==> config.mk <==
export PLATFORM = sky130hd
export DESIGN_NAME = decompress_stage
export DESIGN_NICKNAME = d
export VERILOG_FILES = /design/src/rtl/decomp_pkg.sv /design/src/rtl/decompress_stage_dict.sv /design/src/rtl/decompress_stage.sv
export SDC_FILE = /design/constraint.sdc
export NUM_CORES = 2
export LEC_CHECK = 0
export BUFFER_PORTS_ARGS = -buffer_cell sky130_fd_sc_hd__buf_4
export CAP_MARGIN = 30
export CORE_MARGIN = 2
export CORE_UTILIZATION = 34
export DETAILED_ROUTE_END_ITERATION = 8
export GPL_TIMING_DRIVEN = 0
export PLACE_DENSITY = 0.5
export SYNTH_ARGS = -nofsm -noshare
export SYNTH_HDL_FRONTEND = slang
export SYNTH_SLANG_ARGS = --single-unit
==> constraint.sdc <==
create_clock -name i_clk -period 30.4 [get_ports i_clk]
set_input_delay 7.6 -clock i_clk [delete_from_list [all_inputs] [get_ports i_clk]]
set_output_delay 7.6 -clock i_clk [all_outputs]
set_load 0.05 [all_outputs]
==> src/rtl/decomp_pkg.sv <==
// Codeword definitions shared by the compression and decompression stages,
// so both sides agree on code values and on which codes touch the dictionary.
package decomp_pkg;

   localparam int WORD       = 32;
   localparam int DICT_ENTRY = 16;
   localparam int LOC_W      = $clog2(DICT_ENTRY);

   typedef enum logic [2:0] {
      CODE_ZZZZ = 3'b000,
      CODE_ZZZX = 3'b001,
      CODE_MMMM = 3'b010,
      CODE_MMMX = 3'b011,
      CODE_MMXX = 3'b100,
      CODE_XXXX = 3'b101,
      CODE_ILL6 = 3'b110,
      CODE_ILL7 = 3'b111
   } code_e;

   function automatic logic code_reads_dict(input logic [2:0] code);
      return (code == CODE_MMMM) || (code == CODE_MMMX) || (code == CODE_MMXX);
   endfunction

   // Write-control rule must match the compressor exactly or the mirrors drift apart.
   function automatic logic code_writes_dict(input logic [2:0] code);
      return (code == CODE_MMMX) || (code == CODE_MMXX) || (code == CODE_XXXX);
   endfunction

   function automatic logic code_is_illegal(input logic [2:0] code);
      return (code == CODE_ILL6) || (code == CODE_ILL7);
   endfunction

endpackage

==> src/rtl/decompress_stage_dict.sv <==
// Mirror FIFO dictionary: two ordered writes and two reads per beat, with
// occupancy tracking and a same-beat bypass from the first write to the second read.
module decomp_dict
   import decomp_pkg::*;
#(
   parameter  int WORD       = 32,
   parameter  int DICT_ENTRY = 16,
   localparam int LOC_W      = $clog2(DICT_ENTRY),
   localparam int CNT_W      = $clog2(DICT_ENTRY + 1)
) (
   input  logic             i_clk,
   input  logic             i_reset,
   input  logic             i_en,
   input  logic             i_wr1,
   input  logic             i_wr2,
   input  logic [WORD-1:0]  i_wdata1,
   input  logic [WORD-1:0]  i_wdata2,
   input  logic [LOC_W-1:0] i_rloc1,
   input  logic [LOC_W-1:0] i_rloc2,
   output logic [WORD-1:0]  o_rdata1,
   output logic [WORD-1:0]  o_rdata2,
   output logic             o_rd1_ok,
   output logic             o_rd2_ok,
   output logic             o_full
);

   logic [WORD-1:0]  r_mem [DICT_ENTRY];
   logic [LOC_W-1:0] r_wp;
   logic [CNT_W-1:0] r_count;

   logic [LOC_W-1:0] w_wp2;
   logic [LOC_W-1:0] w_wp_next;
   logic [CNT_W-1:0] w_cnt1;
   logic [CNT_W-1:0] w_cnt2;
   logic             w_full1;

   assign o_full    = (r_count == CNT_W'(DICT_ENTRY));
   assign w_wp2     = i_wr1 ? r_wp + LOC_W'(1) : r_wp;
   assign w_wp_next = i_wr2 ? w_wp2 + LOC_W'(1) : w_wp2;

   // Word 2 is judged against the occupancy after word 1 has written.
   assign w_cnt1  = (i_wr1 && !o_full) ? r_count + CNT_W'(1) : r_count;
   assign w_full1 = (w_cnt1 == CNT_W'(DICT_ENTRY));
   assign w_cnt2  = (i_wr2 && !w_full1) ? w_cnt1 + CNT_W'(1) : w_cnt1;

   assign o_rdata1 = r_mem[i_rloc1];
   assign o_rdata2 = (i_wr1 && (i_rloc2 == r_wp)) ? i_wdata1 : r_mem[i_rloc2];

   assign o_rd1_ok = o_full  || (CNT_W'(i_rloc1) < r_count);
   assign o_rd2_ok = w_full1 || (CNT_W'(i_rloc2) < w_cnt1);

   always_ff @(posedge i_clk or posedge i_reset) begin
      if (i_reset) begin
         for (int i = 0; i < DICT_ENTRY; i++) r_mem[i] <= '0;
         r_wp    <= '0;
         r_count <= '0;
      end else if (i_en) begin
         if (i_wr1) r_mem[r_wp]  <= i_wdata1;
         if (i_wr2) r_mem[w_wp2] <= i_wdata2;
         r_wp    <= w_wp_next;
         r_count <= w_cnt2;
      end
   end

endmodule

==> src/rtl/decompress_stage.sv <==
// Decompression stage: rebuilds a word pair from two codewords against a
// mirror dictionary, with a single registered output beat and ready/valid flow.
module decompress_stage
   import decomp_pkg::*;
#(
   parameter  int WIDTH      = 64,
   parameter  int WORD       = 32,
   parameter  int DICT_ENTRY = 16,
   localparam int LOC_W      = $clog2(DICT_ENTRY)
) (
   input  logic             i_clk,
   input  logic             i_reset,
   input  logic             i_valid,
   output logic             o_ready,
   input  logic [2:0]       i_code1,
   input  logic [2:0]       i_code2,
   input  logic [LOC_W-1:0] i_location1,
   input  logic [LOC_W-1:0] i_location2,
   input  logic [WORD-1:0]  i_payload1,
   input  logic [WORD-1:0]  i_payload2,
   output logic             o_valid,
   input  logic             i_ready,
   output logic [WIDTH-1:0] o_word,
   output logic             o_dict_full,
   output logic             o_err
);

   function automatic logic [WORD-1:0] decode_word(input logic [2:0]      code,
                                                   input logic [WORD-1:0] dval,
                                                   input logic [WORD-1:0] pay);
      case (code)
         CODE_ZZZZ: return '0;
         CODE_ZZZX: return {{(WORD-8){1'b0}}, pay[7:0]};
         CODE_MMMM: return dval;
         CODE_MMMX: return {dval[WORD-1:8], pay[7:0]};
         CODE_MMXX: return {dval[WORD-1:16], pay[15:0]};
         CODE_XXXX: return pay;
         default:   return '0;
      endcase
   endfunction

   logic             w_accept;
   logic             w_wr1;
   logic             w_wr2;
   logic [WORD-1:0]  w_dict1;
   logic [WORD-1:0]  w_dict2;
   logic             w_rd1_ok;
   logic             w_rd2_ok;
   logic [WORD-1:0]  w_word1;
   logic [WORD-1:0]  w_word2;
   logic             w_err;

   logic             r_vld_p1;
   logic [WIDTH-1:0] r_word_p1;
   logic             r_err;

   assign o_ready  = !r_vld_p1 || i_ready;
   assign w_accept = i_valid && o_ready;
   assign w_wr1    = code_writes_dict(i_code1);
   assign w_wr2    = code_writes_dict(i_code2);

   decomp_dict #(
      .WORD       (WORD),
      .DICT_ENTRY (DICT_ENTRY)
   ) u_dict (
      .i_clk    (i_clk),
      .i_reset  (i_reset),
      .i_en     (w_accept),
      .i_wr1    (w_wr1),
      .i_wr2    (w_wr2),
      .i_wdata1 (w_word1),
      .i_wdata2 (w_word2),
      .i_rloc1  (i_location1),
      .i_rloc2  (i_location2),
      .o_rdata1 (w_dict1),
      .o_rdata2 (w_dict2),
      .o_rd1_ok (w_rd1_ok),
      .o_rd2_ok (w_rd2_ok),
      .o_full   (o_dict_full)
   );

   assign w_word1 = decode_word(i_code1, w_dict1, i_payload1);
   assign w_word2 = decode_word(i_code2, w_dict2, i_payload2);

   // Stale-slot reads still decode with the slot contents; they only flag the error.
   assign w_err = code_is_illegal(i_code1) || code_is_illegal(i_code2) ||
                  (code_reads_dict(i_code1) && !w_rd1_ok) ||
                  (code_reads_dict(i_code2) && !w_rd2_ok);

   // Stage p0 -> p1: decoded pair registered on accept
   always_ff @(posedge i_clk or posedge i_reset) begin
      if (i_reset) begin
         r_vld_p1  <= 1'b0;
         r_word_p1 <= '0;
         r_err     <= 1'b0;
      end else begin
         if (w_accept) begin
            r_vld_p1  <= 1'b1;
            r_word_p1 <= {w_word2, w_word1};
         end else if (i_ready) begin
            r_vld_p1  <= 1'b0;
         end
         if (w_accept && w_err) r_err <= 1'b1;
      end
   end

   assign o_valid = r_vld_p1;
   assign o_word  = r_word_p1;
   assign o_err   = r_err;

endmodule

Yosys cells after proc, flatten, opt, wreduce, memory -nomap -nowiden
Index checks and enable logic that the tools add are counted.

operators by class
  multiplexer cells = 24
  equal/unequal tests = 17
  reduce and logical (&&, ||, !) cells = 31
  add/sub/neg operators = 4
  bitwise logic cells = 4
  order comparisons = 8

operators with widths
  kind                                                                           number
  512-bit 2-to-1 mux                                                             3
  512-bit bitwise mux                                                            2
  32-bit one-hot mux with 5 select lines                                         2
  32-bit binary-select mux with 4-bit select                                     2
  32-bit demux with 4-bit select                                                 2
  32-bit 2-to-1 mux                                                              7
  3-bit == test (second input constant)                                          8
  5-bit greater-or-equal comparator (second input constant)                      4
  4-bit inverter with 5-bit output                                               4
  1-bit logical OR                                                               16
  3-bit by 2-bit == test with 1-bit output (second input constant)               4
  5-bit by 1-bit adder with 5-bit output (second input constant)                 2
  5-bit == test (second input constant)                                          2
  4-bit by 5-bit less-than comparator with 1-bit output                          2
  5-bit by 1-bit less-than comparator with 1-bit output (second input constant)  2
  5-bit 2-to-1 mux                                                               2
  1-bit logical AND                                                              9
  4-bit by 1-bit adder with 4-bit output (second input constant)                 2
  4-bit 2-to-1 mux                                                               2
  3-bit by 1-bit == test with 1-bit output (second input constant)               2
  1-bit zero test                                                                5
  4-bit == test                                                                  1
  1-bit 2-to-1 mux                                                               2
  2-bit nonzero test                                                             1

word-level totals
  output and inout bits = 68
  input bits = 82
  flip-flop bits (word level) = 587
  word-level logic and storage cells = 109

Logic depth before layout (Yosys ltp)
  depth after elaboration = 11
  mapped depth = 14
  mapped depth without buffers = 11

Hierarchy
A second synthesis with hierarchy kept.

second synthesis, totals
  cells, all modules = 3155
  area total of the unflattened synthesis = 35808.1 um2

by module, submodules not included
  module            area each (um2)  cells each  instances  sequential area each (um2)
  decomp_dict       31909.4          2776        1          13037.5
  decompress_stage  3898.7           379         1          1651.6

Worst setup path after synthesis
OpenSTA, ideal clock, no wires.

  path type = input to output
  start point = in i_ready
  end point = out o_ready
  path buffers = 0
  data required time = 22.800 ns
  slack = 14.735 ns
  cell stages on the path = 1
  arrival time = 8.065 ns
  cells stage by stage = nand2b_1

on the way
  cells in the longest elaborated chain, start to end = 1

ends and longest elaborated chain
  element           line                    source
  start, declared   decompress_stage.sv:22  input logic i_ready,
  1-bit logical OR  decompress_stage.sv:57  assign o_ready = !r_vld_p1 || i_ready;
  end, declared     decompress_stage.sv:14  output logic o_ready,

Every way passes these cells.

Worst setup path after layout
Ends and elaborated chain as after synthesis.

==> out/qor.txt <==
Status: finished clean
Ratio of final minimum period to clock period: 52.4%
Max-capacitance violation count: 0
Pin slew with the least headroom to its limit: 1180 ps
Cells after Synth: 3,406
Proportion of synthesized chip area in sequential cells: 40.9%
Min-Delay Path Class: reg2reg
Wire length of the first global-routing pass: 273 mm
Number of buffers added to fix hold violations after cts: 0
DPL Wire Length: 138 mm
Pin count of the biggest net entering global routing: 118
Peak supply drop: 0.0413 mV
Number of nets in the final layout: 3,806
Crit Path Class: in2out
Clock-pin transition on the worst setup and hold timing paths: 60 ps
Post-synth cell types: 94
Die area: 108,000 sq um
Setup tns final: 0 ps
Width of the die: 329 um
Post-detailed-route DRC marker count: 0
Clock root buffer: sky130_fd_sc_hd__clkbuf_16
Via count normalized by instance count: 6.93
CTS-repair resized insts: 0
Post-Place Cells: 5,008
Highest fanout seen on the critical path: 5
Routed wire per std cell: 38.0 um
Total leakage power: 18.0 nW
DRT Pass-1 Iters: 9
Setup-failing EPs final: 0
Synthesized netlist net count: 3,508
Clock Latency Late Sink: 670 ps
Fill cell instance count of the final layout: 10,295
Number of top-level pins: 150
YS warnings: 0
Avg Cell Area, Syn: 10.5 sq um
Final RePlAce weighted congestion: 0.998
Initial cell density of the core: 34.2%
Share of final-layout standard cells stronger than drive strength 1: 22.2%
Height of the die: 329 um
Netlist area before placement: 35,900 sq um
Number of rows in the core area: 119
Layout area overhead: 17.6%
TritonCTS clock tree: done
Total global routing track utilization: 35.5%
Remaining number of nets flagged by the antenna check after routing: 0
Antenna violations before repair: 6
Iter 0 DRT Violations: 5,659
Worst endpoint required time: 22,800 ps
PwrDens: 89.8 nW/um^2
CTS HTree Levels: 3
Clock sink total: 587
Skew final: 22.3 ps
Post-CTS setup buffer count: 0
Max Freq: 62.8 MHz
Final Non-Filler Cells: 5,143
Setup slack on the worst flop-to-flop path: 26,190 ps
Maximum number of buffers from clock root to sink: 3
Total congestion overflow after global routing: 0
Post-synthesis sequential element count: 587
Via count of the first global-routing pass: 34,571
Unrepaired setup endpoints after global routing: no
Arrival time at the worst endpoint: 8330 ps
Final WS setup: 14,470 ps
Post-Place Worst Slack: 14,500 ps
Via count: 35,629
CP Launch Type: input port
Slew Viols, Final: 0
Count of flip-flops with a built-in enable after synthesis: 0
Share of async-settable or async-resettable flops after synthesis: 100%
Count of endpoints failing hold in the final timing report: 0
Number of buffers added by the clock tree synthesis step: 73
Time the worst path needs with I/O delays and setup: 15,930 ps
Number of input and output port buffers inserted: 148
Aggregate routed wire length: 195 mm
Max transition margin: 21.4%
Placeable core region: 105,000 sq um
Main flop type after synthesis: sky130_fd_sc_hd__dfrtp_1
Capturing element type of the critical path: primary output
where the power goes:
part / leakage (nW) / internal [mW] / switching, mW / total [mW]
logic: 9.54 / 0.633 / 0.771 / 1.40
clock network: 1.18 / 0.536 / 0.385 / 0.920
registers: 7.29 / 1.13 / 0.332 / 1.46
total: 18.0 / 2.30 / 1.49 / 3.79
sequential cells by signal (all words and copies together) (netlist names):
name	cells
o_err	1
o_valid	1
o_word	64
u_dict.r_count	5
u_dict.r_mem	512
u_dict.r_wp	4
stage by stage:
| stage | hold WS (ps) | util, % | instance area [sq um] | power, mW |
|---|---|---|---|---|
| after floorplan | 494 | - | 35900 | 2.35 |
| after global placement | 468 | 36.9 | 38700 | 2.78 |
| after detailed placement | 473 | 37.8 | 39600 | 2.81 |
| after CTS | 485 | 40.0 | 42000 | 3.73 |
| after global routing | 507 | 40.2 | 42200 | 3.95 |
| final | 476 | 40.2 | 42200 | 3.79 |
synthesized netlist by cell type (all sizes together), types with 6 or more instances:
master	instances	area share, %
a22oi	143	3.0
nand2b	18	0.33
nor3	346	4.9
nor2b	19	0.33
a221oi	465	13
a21oi	68	1.1
o31ai	11	0.30
o21ai	78	1.1
and2	22	0.38
a22o	15	0.37
buf	258	4.5
nand2	128	1.3
ha	20	0.70
clkbuf	159	1.7
or2	6	0.10
or3	12	0.21
a222oi	36	1.0
a31oi	23	0.40
nand4	17	0.33
nor4	6	0.14
o32a	8	0.22
nor2	224	2.4
o22ai	11	0.28
a32o	17	0.47
and3	18	0.31
o211a	11	0.31
nand3	77	1.1
o22a	6	0.15
mux4	87	5.5
dfrtp	587	41
xnor2	13	0.36
inv	58	0.61
mux2i	365	10
path summary, 6_finish.rpt:
| kind | start | cells after the start | end |
|---|---|---|---|
| setup reg to reg | o_valid | 12 | o_word[39] |
| setup / recovery | i_ready | 3 | o_ready |
| hold reg to reg | o_word[14] | 2 | o_word[14] |
| hold / removal | o_word[14] | 2 | o_word[14] |
| max in group asynchronous | i_reset | 6 | o_word[41] |
| min in group asynchronous | i_reset | 3 | o_word[62] |
placed cells by master (no fill, tap or decap), types with 18 or more instances in the layout:
master / n
sky130_fd_sc_hd__mux4_2: 87
sky130_fd_sc_hd__and3_1: 18
sky130_fd_sc_hd__a31oi_1: 23
sky130_fd_sc_hd__ha_1: 20
sky130_fd_sc_hd__nand3_1: 77
sky130_fd_sc_hd__a221oi_2: 91
sky130_fd_sc_hd__a222oi_1: 36
sky130_fd_sc_hd__dfrtp_1: 587
sky130_fd_sc_hd__nand2_1: 127
sky130_fd_sc_hd__nor3_1: 332
sky130_fd_sc_hd__nor2b_1: 19
sky130_fd_sc_hd__o21ai_0: 62
sky130_fd_sc_hd__clkbuf_16: 74
sky130_fd_sc_hd__buf_2: 170
sky130_fd_sc_hd__a21oi_1: 60
sky130_fd_sc_hd__inv_1: 57
sky130_fd_sc_hd__nor2_1: 219
sky130_fd_sc_hd__buf_8: 33
sky130_fd_sc_hd__clkbuf_1: 171
sky130_fd_sc_hd__a22oi_1: 141
sky130_fd_sc_hd__mux2i_1: 365
sky130_fd_sc_hd__buf_4: 207
sky130_fd_sc_hd__and2_1: 21
sky130_fd_sc_hd__a221oi_1: 370
sky130_fd_sc_hd__buf_6: 46
layout make-up:
cell class                      instances  area [sq um]  area share (%)
Inverter                               58           225           0.534
Antenna cell                            1          2.50         0.00593
Timing Repair Buffer                  223          2100            4.99
Sequential cell                       587         14700            34.8
Tap cell                             1391          1740            4.13
Clock inverter                         23           318           0.753
Multi-Input combinational cell       2344         18800            44.6
Buffer                                417          2200            5.21
Clock buffer                           99          2080            4.92
routing by layer:
metal,vias up,routed length (um),GRT usage (%)
met2,2744,82600,51.9
met1,18157,75400,46.3
met5,-,76,0
met3,679,23800,10.7
li1,14043,-,-
met4,6,13600,20.8
critical path: stages:
cell and delay (ps):
sky130_fd_sc_hd__buf_4 100, sky130_fd_sc_hd__nand2b_1 330, sky130_fd_sc_hd__buf_4 300
logic make-up (layout without fill, tap and decap cells):
group           after synthesis  in the layout  share of synthesized area (%)
fa+ha+maj                    20             20                          0.697
xor+xnor                     15             15                          0.408
simple gates                910            910                           12.3
buf+inv                     475            820                           6.74
mux                         456            456                           15.8
flops                       587            587                           40.9
compound gates              943            943                           23.1
other cells                   0              1                              0
No activity file was read; power rests on OpenSTA's default activity.
